===== src/rtl/led_pkg.sv =====
// Shared constants and types for the LED PWM driver.
// Duty/phase width, the run-state enum and the PWM compare helper.
package led_pkg;

  // Duty and phase counter width; one PWM period is 2**DUTY_W ticks.
  localparam int DUTY_W = 5;

  // Last phase value of a period; the phase wraps to 0 after it.
  localparam logic [DUTY_W-1:0] PHASE_LAST = '1;

  typedef enum logic {
    IDLE = 1'b0,
    RUN  = 1'b1
  } state_t;

  // LED level for a given phase: lit while phase is below the duty.
  function automatic logic pwm_level(input logic [DUTY_W-1:0] phase,
                                     input logic [DUTY_W-1:0] duty);
    return (phase < duty);
  endfunction

endpackage


===== src/rtl/led_prescaler.sv =====
// Tick prescaler for the LED PWM driver.
// Counts 0..PRESCALE-1 while enabled and flags the last count as a tick.
// Holds the count at 0 whenever disabled so a restart always begins a
// full tick interval.
module led_prescaler #(
  parameter int PRESCALE = 4
) (
  input  logic clk_in,
  input  logic rst_in,
  input  logic en_in,
  output logic tick_out
);

  localparam int            CW   = (PRESCALE > 1) ? $clog2(PRESCALE) : 1;
  localparam logic [CW-1:0] LAST = CW'(PRESCALE - 1);

  logic [CW-1:0] r_cnt;
  logic          w_last;

  assign w_last   = (r_cnt == LAST);
  assign tick_out = en_in && w_last;

  // Free-running modulo-PRESCALE count, cleared by reset or disable.
  always_ff @(posedge clk_in) begin
    if (rst_in || !en_in) begin
      r_cnt <= '0;
    end else if (w_last) begin
      r_cnt <= '0;
    end else begin
      r_cnt <= r_cnt + CW'(1);
    end
  end

endmodule


===== src/rtl/led_pwm_driver.sv =====
// LED PWM driver top.
// Two-state IDLE/RUN controller driving a 32-step PWM from a prescaled
// tick. Duty requests land in a pending register and are promoted to the
// active duty only at a period boundary (or while idle), so a period is
// never distorted by a mid-period update.
// Optional feature: define LED_PWM_BLINK_EN to add a blink gate that
// blanks the LED for BLINK_PERIODS periods after every BLINK_PERIODS lit
// periods. The port list is the same either way.
module led_pwm_driver
  import led_pkg::*;
#(
  parameter int PRESCALE      = 4,
  parameter int BLINK_PERIODS = 8
) (
  input  logic              clk_in,
  input  logic              rst_in,
  input  logic              en_in,
  input  logic [DUTY_W-1:0] duty_in,
  input  logic              duty_valid_in,
  output logic              led_out,
  output logic              period_start_out
);

  state_t            r_state;
  logic [DUTY_W-1:0] r_phase;
  logic [DUTY_W-1:0] r_pending;
  logic [DUTY_W-1:0] r_active;
  logic              r_led;
  logic              r_pstart;

  logic w_run;
  logic w_tick;
  logic w_wrap;
  logic w_blink_off;

  // Counting only happens while running and still enabled; the edge that
  // sees en_in low already clears the counters.
  assign w_run  = (r_state == RUN) && en_in;
  assign w_wrap = w_tick && (r_phase == PHASE_LAST);

  led_prescaler #(
    .PRESCALE (PRESCALE)
  ) u_prescaler (
    .clk_in   (clk_in),
    .rst_in   (rst_in),
    .en_in    (w_run),
    .tick_out (w_tick)
  );

  // Run-state controller with registered LED and period-start outputs.
  always_ff @(posedge clk_in) begin
    if (rst_in) begin
      r_state  <= IDLE;
      r_phase  <= '0;
      r_led    <= 1'b0;
      r_pstart <= 1'b0;
    end else begin
      case (r_state)
        IDLE: begin
          r_phase  <= '0;
          r_led    <= 1'b0;
          // The first RUN cycle is the first cycle of a period.
          r_pstart <= en_in;
          if (en_in) begin
            r_state <= RUN;
          end
        end
        RUN: begin
          if (!en_in) begin
            r_state  <= IDLE;
            r_phase  <= '0;
            r_led    <= 1'b0;
            r_pstart <= 1'b0;
          end else begin
            if (w_tick) begin
              r_phase <= r_phase + DUTY_W'(1);
            end
            // Compare uses pre-edge phase/duty: one cycle of latency.
            r_led    <= pwm_level(r_phase, r_active) && !w_blink_off;
            r_pstart <= w_wrap;
          end
        end
        default: begin
          r_state  <= IDLE;
          r_phase  <= '0;
          r_led    <= 1'b0;
          r_pstart <= 1'b0;
        end
      endcase
    end
  end

  // Pending duty tracks every request; active duty changes only at a
  // period boundary or while idle, taking a same-edge request first.
  always_ff @(posedge clk_in) begin
    if (rst_in) begin
      r_pending <= '0;
      r_active  <= '0;
    end else begin
      if (duty_valid_in) begin
        r_pending <= duty_in;
      end
      if ((r_state == IDLE) || w_wrap) begin
        r_active <= duty_valid_in ? duty_in : r_pending;
      end
    end
  end

`ifdef LED_PWM_BLINK_EN
  localparam int BW = (BLINK_PERIODS > 1) ? $clog2(BLINK_PERIODS) : 1;
  localparam logic [BW-1:0] BLINK_LAST = BW'(BLINK_PERIODS - 1);

  logic [BW-1:0] r_blink_cnt;
  logic          r_blink_ph;

  // Count completed periods; flip the blink phase every BLINK_PERIODS.
  always_ff @(posedge clk_in) begin
    if (rst_in || !w_run) begin
      r_blink_cnt <= '0;
      r_blink_ph  <= 1'b0;
    end else if (w_wrap) begin
      if (r_blink_cnt == BLINK_LAST) begin
        r_blink_cnt <= '0;
        r_blink_ph  <= ~r_blink_ph;
      end else begin
        r_blink_cnt <= r_blink_cnt + BW'(1);
      end
    end
  end

  assign w_blink_off = r_blink_ph;
`else
  // No blink gate: the mask is constant low whatever BLINK_PERIODS is.
  assign w_blink_off = 1'b0 && (BLINK_PERIODS > 0);
`endif

  assign led_out          = r_led;
  assign period_start_out = r_pstart;

endmodule

===== config.mk =====
export PLATFORM = sky130hd
export DESIGN_NAME = led_pwm_driver
export DESIGN_NICKNAME = d
export VERILOG_FILES = /design/src/rtl/led_pkg.sv /design/src/rtl/led_prescaler.sv /design/src/rtl/led_pwm_driver.sv
export SDC_FILE = /design/constraint.sdc
export NUM_CORES = 1
export LEC_CHECK = 0
export BUFFER_PORTS_ARGS = -buffer_cell sky130_fd_sc_hd__buf_2
export CORE_MARGIN = 1.5
export CORE_UTILIZATION = 52
export CTS_BUF_LIST = sky130_fd_sc_hd__clkbuf_2 sky130_fd_sc_hd__clkbuf_4 sky130_fd_sc_hd__clkbuf_8
export DETAILED_ROUTE_END_ITERATION = 8
export PLACE_DENSITY = 0.84
export SETUP_SLACK_MARGIN = 0.2
export SLEW_MARGIN = 40
export SYNTH_ARGS = -nofsm -noshare
export SYNTH_HDL_FRONTEND = slang
export SYNTH_SLANG_ARGS = --single-unit

===== constraint.sdc =====
create_clock -name clk_in -period 1.5 [get_ports clk_in]
set_input_delay 0.3 -clock clk_in [delete_from_list [all_inputs] [get_ports clk_in]]
set_output_delay 0.3 -clock clk_in [all_outputs]
set_load 0.01 [all_outputs]

==> impl_metrics.toml, run 1 <==
[outcome]
status = "completed"

[clock_network]
htreeDepth = 1
cts_tree = "built"
cts_root_buf = "clkbuf_4"
cts.sink_count = 20
insertion_delay_ps = 300
cts_buffer_depth = 2
cts_buffers = 3
clk_pin_slew_ps = 110
cts-hold-fix-buffers = 0

[floorplan]
fp.dieH_um = 43.42
die_area_sq_um = 1885
num_rows = 14
core_region_area_sq_um = 1524
io_pins = 11
fp.dieW_um = 43.42
initial_utilization_pct = 55.75

[global_routing]
antenna_found_initial = 0
grt_max_degree = 13
gr-usage-all-layers_pct = 18.27
grt_pass1_vias = 534
grt-ovfl-total = 0
grt_pass1_wl_mm = 2.463

[sta]
max_freq_ghz = 0.6976
fin_tns_setup_ps = 0
min_period_ps = 1434
hold_viol_final = 0
timing.hold.ws_ps = 284.6
slew_viol_final = 0
finClkSkew_ps = 2.002
fin_crit_sh_pct = 95.57
relSlewSlack_pct = 81.83
rsz0062_at_grt = "yes"
setup_viol = 0
worst_pin_slew_ps = 272.1

[finish]
final_cell_mix = "17 x dfxtp_1, 14 x nor2_1, 10 x buf_2, 7 x mux2i_1, 5 x mux2_4"
mostFrequentLayoutCell = "dfxtp_1"
fin_nets = 112
syn_to_final_growth_pct = 22.97
n_antenna_cell = 0
drive_gt1_share_pct = 36.17

[yosys]
syn_inst = 80
ys_seq_elements = 20
ys_seq_area_share_pct = 47.13
synthTopCellsByArea = "dfxtp_1 47%, ha_1 10%, mux2i_1 8.2%"
synth_warnings = 0
avgSynthCellArea_sq_um = 10.62
syn_area_sq_um = 849.6
synth_cell_type_count = 24
syn-num-nets = 96
synth.top_cell.area_share_pct = 47.13
yosysTopAreaCell = "dfxtp_1"

[route]
ant_nets = 0
drt_first_pass_iters = 2
drc = 0
route.met3.wl_um = 25
drt-wirelength-per-cell_um = 12.88
drt_wl_total_mm = 1.417
drt_iter0_drc = 3
via_per_inst = 5.136
routed-wl-met2_um = 656
num_vias = 565
drt-met1-wl_um = 693
top_layer = "met4"

[pwr]
intPower_w = 0.0006884
combPwrFrac_pct = 9.5
netSwitchingFraction_pct = 22.97
peakVddDrop_uv = 618.8
switchingPower_w = 0.0002053
clkPwrFrac_pct = 28.0
power.density_nw_per_um2 = 855.4
power_leakage_nw = 0.4579
seqPwrFrac_pct = 62.4

[job]
maxCapViolations = 0

[worst_setup_path]
required_ps = 1700
worstPathMaxFanout = 6
crit_type = "register to register"
arrival_ps = 1630
end_kind = "register"
start_kind = "register"

[placement]
gp_congestion = 0.7419
dpl.hpwl_mm = 1.029
io_buffers = 10

[min_path]
hold_class = "input port to register"
[power groups by stage]
stage,Sequential (W),Combinational (W),Clock (W)
after floorplan,0.000571,0.0000602,0
after global placement,0.000571,0.0000786,0
after detailed placement,0.000571,0.0000817,0
after CTS,0.000557,0.0000824,0.000254
after global routing,0.000561,0.0000956,0.000271
final,0.000558,0.0000853,0.000251
[cells in the mapped netlist]
master    count
a31oi_1       1
nand3_1       1
xor2_1        2
buf_2         1
inv_1         4
nand3b_4      1
nor3_1        1
o21ai_0       1
nand4_1       1
xnor2_1       1
nand2_2       1
mux2_2        5
nor2b_1       3
and3_1        1
mux2i_1       7
dfxtp_1      20
and2_1        1
nor2_1       14
buf_6         2
nor3b_1       1
a211o_1       1
nand2_1       2
ha_1          7
a21oi_1       1
[cell families after synthesis]
group | count (synthesis) | share of synthesized area, %
mux | 12 | 14.87
compound gates | 4 | 2.945
xor+xnor | 3 | 3.093
simple gates | 27 | 16.64
fa+ha+maj | 7 | 10.31
flops | 20 | 47.13
buf+inv | 7 | 5.006
[state kept, by name (all words and copies together), names as in the netlist]
register,flops
r_state,1
r_active,5
r_phase,5
r_pending,5
u_prescaler.r_cnt,2
led_out,1
period_start_out,1
[worst max-delay path: stages (launching register included)]
cell and delay (ps):
dfxtp_4 370, ha_4 150, and3_4 180, ha_4 160, nand3_4 100, nand2_8 80, mux2_4 300
[area by class of cell]
class                      instances  area (sq um)
fill                             107         479.2
timing repair buffer              14         80.08
multi-input combinational         53         500.5
sequential                        20         406.6
clock buffer                       3         22.52
inverter                           4         15.01
tap                               16         20.02
[worst paths after layout]
path | from | endpoint | depth (start not counted) | slack (ps)
max reg2reg | r_phase[1] | r_active[2] | 6 | 70
min | duty_in[4] | r_pending[4] | 3 | 280
max | r_phase[1] | r_active[2] | 6 | 70
min reg2reg | u_prescaler.r_cnt[0] | u_prescaler.r_cnt[0] | 1 | 440
[metal layers]
metal | vias up | global-route usage [%]
met1 | 255 | 26.32
met5 | - | 0
li1 | 298 | -
met4 | 0 | 12.73
met3 | 4 | 2.500
met2 | 8 | 25.07
[repair_timing]
action                                  CTS  global route
pin swaps                                 1             1
gates resized for setup                   2             5
buffers inserted                          1             0
endpoints found under the setup margin    5             9
[stage by stage]
stage | std cells | util [%] | power, W | instance area (sq um) | setup WS (ps)
finish | 110 | 68.55 | 0.0008937 | 1045 | 66.50
detailed placement | 106 | 64.04 | 0.0006530 | 975.9 | 51.00
CTS | 110 | 66.67 | 0.0008937 | 1016 | 64.16
floorplan | 80 | - | 0.0006311 | 910.9 | 117.6
global route | 110 | 68.55 | 0.0009267 | 1045 | 42.60
global placement | 106 | 64.04 | 0.0006493 | 975.9 | 81.00
Note: power is estimated with default switching activity, not from simulation.
==> inputs of run 2 (changes only) <==
Settings changed: RECOVER_POWER set to 100.
==> impl_metrics.toml, run 2 (synthesis gave the netlist of run 1 again) <==
[sta]
relSlewSlack_pct = 67.99
max_freq_ghz = 0.6922
finClkSkew_ps = 2.684
fin_tns_setup_ps = 0
fin_crit_sh_pct = 96.32
slew_viol_final = 0
rsz0062_at_grt = "yes"
worst_pin_slew_ps = 480.1
setup_viol = 0
min_period_ps = 1445
hold_viol_final = 0

[worst_setup_path]
cp_top_family = "simple AND/OR/NAND/NOR gates"
worstPathMaxFanout = 6
cp_slowest_cell = "dfxtp_4"
critPathBufInv = 0
arrival_ps = 1640
critPathMaxStageDelay_ps = 370
crit_chain = "ha_4, and3_4, ha_4, nand3_4, nand2_8, mux2_1"
crit_type = "register to register"
r2r_end = "r_active[3]"
rrSetupSlack_ps = 60
rr_worst_depth = 6
r2r_start = "r_phase[1]"
crit_path_frequent_cell = "ha_4"
start_kind = "register"
end_kind = "register"
required_ps = 1700

[clock_network]
cts-hold-fix-buffers = 0
cts_tree = "built"
clk_pin_slew_ps = 110
cts_buffer_depth = 2
insertion_delay_ps = 300
cts_buffers = 3
cts.sink_count = 20
cts_root_buf = "clkbuf_4"
htreeDepth = 1

[placement]
dpl.hpwl_mm = 1.029
postPlaceCellArea_sq_um = 975.9
gp_congestion = 0.7419
io_buffers = 10

[floorplan]
die_area_sq_um = 1885
io_pins = 11
fp.dieH_um = 43.42
core_region_area_sq_um = 1524
initial_utilization_pct = 55.75
fp.dieW_um = 43.42
num_rows = 14

[finish]
drive_gt1_share_pct = 29.79
final_cell_mix = "17 x dfxtp_1, 14 x nor2_1, 7 x mux2i_1, 7 x buf_2"
n_antenna_cell = 0
mostFrequentLayoutCell = "dfxtp_1"
fin_nets = 112
final_area_sq_um = 1022
largestRegisters = "r_active (5), r_pending (5), r_phase (5)"
syn_to_final_growth_pct = 20.32

[global_routing]
grt-ovfl-total = 0
grt_util_met3_pct = 2.500
grt_pass1_wl_mm = 2.463
grt_max_degree = 13
antenna_found_initial = 0
top_usage_layer = "met1"
gr-usage-met2_pct = 25.07
met1_usage_pct = 26.32
gr-usage-all-layers_pct = 18.27
grt_pass1_vias = 534

[route]
drc = 0
ant_nets = 0
num_vias = 563
via_per_inst = 5.118
drt_first_pass_iters = 2
drt-wirelength-per-cell_um = 13.06
drt_wl_total_mm = 1.437
drt_iter0_drc = 4

[job]
maxCapViolations = 0

[min_path]
whs_endpoint = "r_pending[4]"
hold_class = "input port to register"
worstHoldPathCells = 3
min-delay-start = "duty_in[4]"

[pwr]
power.density_nw_per_um2 = 869.3
power_leakage_nw = 0.4302
peakVddDrop_uv = 615.3

[outcome]
status = "completed"
==> run 2: tightest hold or removal path: stages <==
cell     delay [ps]
buf_2            70
mux2i_1          60
nor2_1          110
==> run 2: report_power, final <==
group	internal (W)	total [W]	switching, W
Combinational	0.0000411	0.0000804	0.0000393
Sequential	0.000550	0.000557	0.00000743
Clock	0.0000937	0.000251	0.000157
==> run 2: layout make-up <==
cell class | count | area [sq um]
inverter | 4 | 15.01
multi-input combinational | 53 | 481.7
clock buffer | 3 | 22.52
timing repair buffer | 14 | 76.32
fill | 113 | 501.7
sequential | 20 | 406.6
tap | 16 | 20.02
==> run 2: how the worst max path moves through the flow <==
stage / startpoint / to / slack, ps / cells after the start
2_1_floorplan: r_phase[1] / r_active[0] / 120 / 6
3_3_place_gp: r_phase[1] / r_active[1] / 80 / 6
3_5_place_dp: r_phase[1] / r_active[4] / 50 / 6
4_1_cts: r_phase[1] / r_active[2] / 60 / 6
5_1_grt: r_phase[1] / r_active[3] / 30 / 6
6_report: r_phase[1] / r_active[3] / 60 / 6
==> run 2: per-stage QoR <==
stage / std cells / worst slack (ps) / hold slack (ps) / total power [W] / util, %
6_report: 110 / 55.24 / 284.0 / 0.0008886 / 67.08
5_1_grt: 110 / 28.78 / 309.4 / 0.0009209 / 67.08
4_1_cts: 110 / 64.16 / 279.5 / 0.0008937 / 66.67
3_5_place_dp: 106 / 51.00 / 419.5 / 0.0006530 / 64.04
3_3_place_gp: 106 / 81.00 / 417.0 / 0.0006493 / 64.04
2_1_floorplan: 80 / 117.6 / 404.3 / 0.0006311 / -
==> run 2: per-layer routing <==
layer | vias to the layer above | wire length [um]
met5 | - | 0
met1 | 253 | 709
li1 | 298 | -
met2 | 8 | 659
met3 | 4 | 27
met4 | 0 | 40
==> run 2: repair_timing <==
action | in CTS | in global routing
pin swaps | 1 | 1
endpoints found under the setup margin | 5 | 9
resized for setup | 2 | 5
hold endpoints to repair | 0 | 0
setup buffers | 1 | 0
